File: src/rtl/barrett_reduce_multi_pkg.sv
// Per-scheme Barrett constants for the Dilithium and Kyber moduli, plus a lookup helper.
// Latency: none; this is a package of constants and a pure function.
// Backpressure: not applicable.
package barrett_reduce_multi_pkg;

  typedef enum logic {
    SCHEME_DILITHIUM = 1'b0,
    SCHEME_KYBER     = 1'b1
  } scheme_e;

  localparam int Q_W   = 24;
  localparam int K_W   = 6;
  localparam int MU_W  = 24;
  localparam int QSQ_W = 48;

  localparam logic [Q_W-1:0]   MODULUS_DILITHIUM        = 24'd8380417;
  localparam logic [K_W-1:0]   MODULUS_LENGTH_DILITHIUM = 6'd23;
  localparam logic [MU_W-1:0]  MU_DILITHIUM             = 24'd8396807;
  localparam logic [QSQ_W-1:0] MODULUS_SQ_DILITHIUM     = 48'd70231389093889;

  localparam logic [Q_W-1:0]   MODULUS_KYBER            = 24'd3329;
  localparam logic [K_W-1:0]   MODULUS_LENGTH_KYBER     = 6'd12;
  localparam logic [MU_W-1:0]  MU_KYBER                 = 24'd5039;
  localparam logic [QSQ_W-1:0] MODULUS_SQ_KYBER         = 48'd11082241;

  typedef struct packed {
    logic [Q_W-1:0]   q;
    logic [K_W-1:0]   k;
    logic [MU_W-1:0]  mu;
    logic [QSQ_W-1:0] q_sq;
  } const_t;

  function automatic const_t get_consts(scheme_e scheme);
    const_t c;
    if (scheme == SCHEME_KYBER) begin
      c.q    = MODULUS_KYBER;
      c.k    = MODULUS_LENGTH_KYBER;
      c.mu   = MU_KYBER;
      c.q_sq = MODULUS_SQ_KYBER;
    end else begin
      c.q    = MODULUS_DILITHIUM;
      c.k    = MODULUS_LENGTH_DILITHIUM;
      c.mu   = MU_DILITHIUM;
      c.q_sq = MODULUS_SQ_DILITHIUM;
    end
    return c;
  endfunction

endpackage

File: src/rtl/barrett_reduce_multi_const_sel.sv
// Maps the per-transaction scheme select to its {q, k, mu, q^2} constant set.
// Latency: purely combinational.
// Backpressure: none; the caller registers the result alongside its transaction.
module barrett_const_sel
  import barrett_reduce_multi_pkg::*;
(
  input  scheme_e mode_i,
  output const_t  const_o
);

  // Constant lookup for the selected scheme.
  always_comb begin
    const_o = get_consts(mode_i);
  end

endmodule

File: src/rtl/barrett_reduce_multi.sv
// Four-stage Barrett reduction of x < q^2 modulo a per-transaction Dilithium or Kyber q.
// Latency: 4 cycles from input transfer to out_valid_o; one result per cycle at full rate.
// Backpressure: out_ready_i low holds S4 and ripples combinationally to in_ready_o; empty stages still fill.
module barrett_reduce_multi
  import barrett_reduce_multi_pkg::*;
#(
  parameter int LENGTH = 64,
  parameter int TAG_W  = 4
) (
  input  logic              clk_i,
  input  logic              rst_i,
  input  logic              in_valid_i,
  output logic              in_ready_o,
  input  logic [LENGTH-1:0] in_data_i,
  input  logic              in_mode_i,
  input  logic [TAG_W-1:0]  in_tag_i,
  output logic              out_valid_o,
  input  logic              out_ready_i,
  output logic [LENGTH-1:0] out_data_o,
  output logic [TAG_W-1:0]  out_tag_o,
  output logic              out_err_o
);

  const_t sel_c;

  barrett_const_sel u_const_sel (
    .mode_i (scheme_e'(in_mode_i)),
    .const_o(sel_c)
  );

  // S1: raw operand, tag, range flag and the constants the later stages need
  logic              s1_vld_q, s1_vld_d, s1_err_q, s1_err_d;
  logic [LENGTH-1:0] s1_x_q, s1_x_d;
  logic [TAG_W-1:0]  s1_tag_q, s1_tag_d;
  logic [Q_W-1:0]    s1_q_q, s1_q_d;
  logic [K_W-1:0]    s1_k_q, s1_k_d;
  logic [MU_W-1:0]   s1_mu_q, s1_mu_d;
  // S2: quotient estimate
  logic              s2_vld_q, s2_vld_d, s2_err_q, s2_err_d;
  logic [LENGTH-1:0] s2_x_q, s2_x_d, s2_qhat_q, s2_qhat_d;
  logic [TAG_W-1:0]  s2_tag_q, s2_tag_d;
  logic [Q_W-1:0]    s2_q_q, s2_q_d;
  logic [K_W-1:0]    s2_k_q, s2_k_d;
  // S3: partial remainder in [0, 3q)
  logic              s3_vld_q, s3_vld_d, s3_err_q, s3_err_d;
  logic [LENGTH-1:0] s3_r_q, s3_r_d;
  logic [TAG_W-1:0]  s3_tag_q, s3_tag_d;
  logic [Q_W-1:0]    s3_q_q, s3_q_d;
  // S4: final result, drives the output port
  logic              s4_vld_q, s4_vld_d, s4_err_q, s4_err_d;
  logic [LENGTH-1:0] s4_data_q, s4_data_d;
  logic [TAG_W-1:0]  s4_tag_q, s4_tag_d;

  logic s1_acc, s2_acc, s3_acc, s4_acc;
  logic [LENGTH-1:0] s2_t, s2_qhat, s3_prod, s3_r, s4_q, s4_two_q, s4_r;

  // Each stage takes a new entry when it is empty or its content moves on.
  always_comb begin
    s4_acc = !s4_vld_q || out_ready_i;
    s3_acc = !s3_vld_q || s4_acc;
    s2_acc = !s2_vld_q || s3_acc;
    s1_acc = !s1_vld_q || s2_acc;
  end

  assign in_ready_o  = s1_acc;
  assign out_valid_o = s4_vld_q;
  assign out_data_o  = s4_data_q;
  assign out_tag_o   = s4_tag_q;
  assign out_err_o   = s4_err_q;

  // Barrett arithmetic: quotient estimate, remainder mod 2^(k+2), final correction.
  always_comb begin
    s2_t     = (s1_x_q >> (s1_k_q - K_W'(1))) * LENGTH'(s1_mu_q);
    s2_qhat  = s2_t >> (s1_k_q + K_W'(1));
    s3_prod  = s2_qhat_q * LENGTH'(s2_q_q);
    s3_r     = (s2_x_q - s3_prod) & ((LENGTH'(1) << (s2_k_q + K_W'(2))) - LENGTH'(1));
    s4_q     = LENGTH'(s3_q_q);
    s4_two_q = s4_q << 1;
    if (s3_r_q >= s4_two_q) begin
      s4_r = s3_r_q - s4_two_q;
    end else if (s3_r_q >= s4_q) begin
      s4_r = s3_r_q - s4_q;
    end else begin
      s4_r = s3_r_q;
    end
  end

  // Stage next-state: hold by default, load from the upstream stage when accepting.
  always_comb begin
    s1_vld_d = s1_vld_q; s1_err_d = s1_err_q; s1_x_d = s1_x_q; s1_tag_d = s1_tag_q;
    s1_q_d = s1_q_q; s1_k_d = s1_k_q; s1_mu_d = s1_mu_q;
    s2_vld_d = s2_vld_q; s2_err_d = s2_err_q; s2_x_d = s2_x_q; s2_tag_d = s2_tag_q;
    s2_q_d = s2_q_q; s2_k_d = s2_k_q; s2_qhat_d = s2_qhat_q;
    s3_vld_d = s3_vld_q; s3_err_d = s3_err_q; s3_r_d = s3_r_q; s3_tag_d = s3_tag_q;
    s3_q_d = s3_q_q;
    s4_vld_d = s4_vld_q; s4_err_d = s4_err_q; s4_data_d = s4_data_q; s4_tag_d = s4_tag_q;
    if (s1_acc) begin
      s1_vld_d = in_valid_i;
      s1_x_d   = in_data_i;
      s1_tag_d = in_tag_i;
      s1_err_d = in_data_i >= LENGTH'(sel_c.q_sq);
      s1_q_d   = sel_c.q;
      s1_k_d   = sel_c.k;
      s1_mu_d  = sel_c.mu;
    end
    if (s2_acc) begin
      s2_vld_d  = s1_vld_q;
      s2_err_d  = s1_err_q;
      s2_x_d    = s1_x_q;
      s2_tag_d  = s1_tag_q;
      s2_q_d    = s1_q_q;
      s2_k_d    = s1_k_q;
      s2_qhat_d = s2_qhat;
    end
    if (s3_acc) begin
      s3_vld_d = s2_vld_q;
      s3_err_d = s2_err_q;
      s3_r_d   = s3_r;
      s3_tag_d = s2_tag_q;
      s3_q_d   = s2_q_q;
    end
    if (s4_acc) begin
      s4_vld_d  = s3_vld_q;
      s4_err_d  = s3_err_q;
      s4_data_d = s3_err_q ? '0 : s4_r;
      s4_tag_d  = s3_tag_q;
    end
  end

  // Pipeline registers; reset drops every in-flight transaction.
  always_ff @(posedge clk_i) begin
    if (rst_i) begin
      s1_vld_q <= 1'b0; s1_err_q <= 1'b0; s1_x_q <= '0; s1_tag_q <= '0;
      s1_q_q <= '0; s1_k_q <= '0; s1_mu_q <= '0;
      s2_vld_q <= 1'b0; s2_err_q <= 1'b0; s2_x_q <= '0; s2_tag_q <= '0;
      s2_q_q <= '0; s2_k_q <= '0; s2_qhat_q <= '0;
      s3_vld_q <= 1'b0; s3_err_q <= 1'b0; s3_r_q <= '0; s3_tag_q <= '0; s3_q_q <= '0;
      s4_vld_q <= 1'b0; s4_err_q <= 1'b0; s4_data_q <= '0; s4_tag_q <= '0;
    end else begin
      s1_vld_q <= s1_vld_d; s1_err_q <= s1_err_d; s1_x_q <= s1_x_d; s1_tag_q <= s1_tag_d;
      s1_q_q <= s1_q_d; s1_k_q <= s1_k_d; s1_mu_q <= s1_mu_d;
      s2_vld_q <= s2_vld_d; s2_err_q <= s2_err_d; s2_x_q <= s2_x_d; s2_tag_q <= s2_tag_d;
      s2_q_q <= s2_q_d; s2_k_q <= s2_k_d; s2_qhat_q <= s2_qhat_d;
      s3_vld_q <= s3_vld_d; s3_err_q <= s3_err_d; s3_r_q <= s3_r_d; s3_tag_q <= s3_tag_d;
      s3_q_q <= s3_q_d;
      s4_vld_q <= s4_vld_d; s4_err_q <= s4_err_d; s4_data_q <= s4_data_d; s4_tag_q <= s4_tag_d;
    end
  end

endmodule

File: config.mk
export PLATFORM = sky130hd
export DESIGN_NAME = barrett_reduce_multi
export DESIGN_NICKNAME = d
export VERILOG_FILES = /design/src/rtl/barrett_reduce_multi_pkg.sv /design/src/rtl/barrett_reduce_multi_const_sel.sv /design/src/rtl/barrett_reduce_multi.sv
export SDC_FILE = /design/constraint.sdc
export NUM_CORES = 2
export LEC_CHECK = 0
export ABC_CLOCK_PERIOD_IN_PS = 16120
export CAP_MARGIN = 0
export CORE_MARGIN = 5
export CORE_UTILIZATION = 55
export DETAILED_ROUTE_END_ITERATION = 7
export PLACE_DENSITY = 0.72
export SLEW_MARGIN = 20
export SYNTH_ARGS = -nofsm -noshare
export SYNTH_HDL_FRONTEND = slang
export SYNTH_SLANG_ARGS = --single-unit
export TNS_END_PERCENT = 20
File: constraint.sdc
create_clock -name clk_i -period 16.12 [get_ports clk_i]
set_input_delay 1.612 -clock clk_i [delete_from_list [all_inputs] [get_ports clk_i]]
set_output_delay 1.612 -clock clk_i [all_outputs]
set_load 0.02 [all_outputs]
==> results.md <==
- Final Cycle Share: 76.0%
- Achievable frequency: 81.7 MHz
- Post_cts resized: 0
- Mapped Area: 61100 um^2
- Critical Path Start Type: flip-flop
- IO Pins: 144
- DR pass1 iterations: 6
- Pins over their slew limit: 0
- Final Setup Violations: 0
- Post-synth EDFFs: 0
- TritonCTS clock tree: done
- Most frequent cells in the layout: 1445 x inv_1, 911 x fa_1, 789 x ha_1
- Count of clock tree sinks: 333
- CP most frequent cell: fa_1
- Port Buffer Count: 143
- Critical path's largest stage delay: 940 ps
- Power Density: 216 nW/um^2
- Crit end category: flip-flop
- Register bit total from synthesis: 333
- Yosys warnings: 0
- Placement Setup Slack: 4180 ps
- Post-CTS Setup Bufs: 0
- Syn Area/Cell: 8.59 um^2
- Worst path slowest cell: a221oi_1
- DPL Wire Length: 178000 um
- Fin nets: 8855
- Outcome: finished clean
- GRT Resource Usage Total: 35.8%
- # DRC: 0
- Starting Density: 55.3%
- Final WS setup: 3880 ps
- Drt wl/cell: 24.5 um
- Worst hold path type: flip-flop to flip-flop
- CP max FO: 57
- Worst Hold Depth: 2
- Max-Cap Viols: 0
- WL final: 211000 um
- Worst VDD drop: 0.214 mV
- Setup TNS: 0 ps
- Sequential area share after synthesis: 10.9%
- Global-route wire length before repair: 321000 um
- Worst setup path category: flip-flop to flip-flop
- Cell Rows: 122
- Met2 global-route usage: 58.3%
- Core Area: 111000 um^2
- Final GP Congestion: 1.06
- Busiest layer in global routing: met2
- Unrepaired setup endpoints after global routing: no
- Commonest non-fill, non-tap cell in the layout: inv_1
- Final Hold Fails: 0
- Pleak: 33.7 nW
- Slew margin rel.: 20.5%
- Vias per inst: 5.89
- Fin cells: 8604
- Actual slew at the worst max-slew pin: 1190 ps
- Syn-to-layout area delta: 6.73%
- Dpl cells: 8530
- Worst EP required: 16600 ps
- Share of cells above drive strength 1: 3.87%
- Initial DRC Count: 4285
- H-Tree Depth: 2
- Cts hold-fix bufs: 0
- Num CTS Buffers: 36
- Worst Skew: 27.0 ps
- Die Area: 118000 um^2
- Ys flop type: dfxtp_1
- Minimum clock period: 12240 ps
- Pin count of the biggest net entering global routing: 135
- Post-Synthesis Cells: 7114
- Area post-placement: 64000 um^2
- Die X: 343 um
- Number of fill cells in the layout: 9934
- Routed Antenna Nets: 0
- Initial antenna violation count: 11
- Clock-pin slew on the worst setup and hold paths: 80 ps
- Number of global-route vias before repair: 52500
- Distinct cell type count after synthesis: 97
- Worst Path Arrival: 12720 ps
- Root buf cell: clkbuf_16
- Met3 usage: 6.54%
- Async S/R FF share, synth: 0%
- Later-pin clock latency in the skew report: 590 ps
- Final instance area: 65200 um^2
- Via count: 50600
- Die Y: 343 um
- Met1 GRT Util: 45.9%
- Reg2Reg Depth: 32
- GRT overflow: 0
- Clock Tree Buf Depth: 3
[cells by family after synthesis]
family | Yosys count | synth area share, %
xor+xnor | 207 | 2.97
flops | 333 | 10.9
other cells | 2 | 0.0123
mux | 154 | 3.38
fa+ha+maj | 1701 | 46.0
buf+inv | 1734 | 10.7
compound gates | 1237 | 12.9
simple gates | 1746 | 13.1
[cells in the mapped netlist (16+ instances only)]
cell type / number / area (um^2)
ha_1: 790 / 9880
o21bai_1: 25 / 188
o22ai_1: 26 / 163
and3_1: 58 / 363
a21oi_1: 426 / 2130
or3_1: 25 / 156
nor4_1: 24 / 150
o21ai_1: 29 / 145
nand4_1: 42 / 263
a211oi_1: 62 / 465
nand2b_1: 29 / 181
nor2_1: 393 / 1480
mux2i_1: 87 / 871
nand3_1: 50 / 250
buf_2: 23 / 115
mux4_2: 39 / 878
and2_1: 166 / 1040
inv_1: 1447 / 5430
xor2_1: 83 / 727
o221ai_1: 17 / 149
o21ai_0: 201 / 1010
buf_1: 57 / 214
xnor2_1: 124 / 1090
nor2b_1: 33 / 206
clkbuf_1: 203 / 762
o211ai_1: 61 / 458
a21o_1: 88 / 661
nor3_1: 83 / 415
fa_1: 911 / 18200
nand2_1: 778 / 2920
o21a_1: 30 / 225
dfxtp_1: 333 / 6670
a32oi_1: 16 / 140
o31ai_1: 21 / 158
a22oi_1: 46 / 345
mux2_2: 28 / 315
a31oi_1: 26 / 163
[registers in the layout, summed over array words and instances (netlist names), 4 cells and up]
register,count
s2_qhat_q,54
s1_x_q,64
s2_x_q,54
s1_tag_q,4
s2_tag_q,4
out_tag_o,4
out_data_o,64
s3_tag_q,4
s3_r_q,64
[report_power, final]
| part | leakage [nW] | switching [mW] | total [mW] | internal [mW] |
|---|---|---|---|---|
| registers | 2.74 | 0.196 | 1.19 | 0.996 |
| logic | 30.4 | 7.47 | 12.0 | 4.57 |
| clock network | 0.600 | 0.378 | 0.876 | 0.498 |
| total | 33.7 | 8.04 | 14.1 | 6.06 |
[worst max-delay path, delay by kind of cell (launching register included)]
kind,cells,cell delay [ps]
adder cells (fa/ha/maj),9,4440
AO/OA/AOI/OAI,10,3910
AND/OR/NAND/NOR,5,1320
buffers and inverters,6,980
flip-flops,1,650
multiplexers,2,780
[layer usage]
metal	share of wire (%)	routed length, um
met5	0.019	40
met4	6.7	14200
met3	8.7	18300
met2	45	95300
met1	39	82900
[metrics by stage]
step	util (%)	hold slack [ps]	power, mW
floorplan	-	428	9.69
global placement	57.9	433	12.9
detailed placement	57.9	438	13.0
CTS	59.0	446	14.0
global route	59.0	462	15.4
finish	59.0	442	14.1
[path summary, 6_finish.rpt]
path         slack, ps                          end                   startpoint
max reg2reg       3880   s2_qhat_q[50]$_SDFFE_PP0P_       s1_k_q[1]$_SDFFE_PP0P_
min                440  out_data_o[46]$_SDFFE_PP0P_  out_data_o[46]$_SDFFE_PP0P_
min reg2reg        440  out_data_o[46]$_SDFFE_PP0P_  out_data_o[46]$_SDFFE_PP0P_
max               3880   s2_qhat_q[50]$_SDFFE_PP0P_       s1_k_q[1]$_SDFFE_PP0P_
[layout make-up]
type                       count  area [um^2]  area share (%)
inverter                    1448         5440            8.33
sequential                   333         6670            10.2
clock buffer                  47         1060            1.62
clock inverter                17          169           0.259
antenna                        9         22.5          0.0345
tap                         1488         1860            2.85
multi-input combinational   5052        48100            73.7
timing repair buffer         210         1960            3.01
Power figures use the tool's default switching activity.
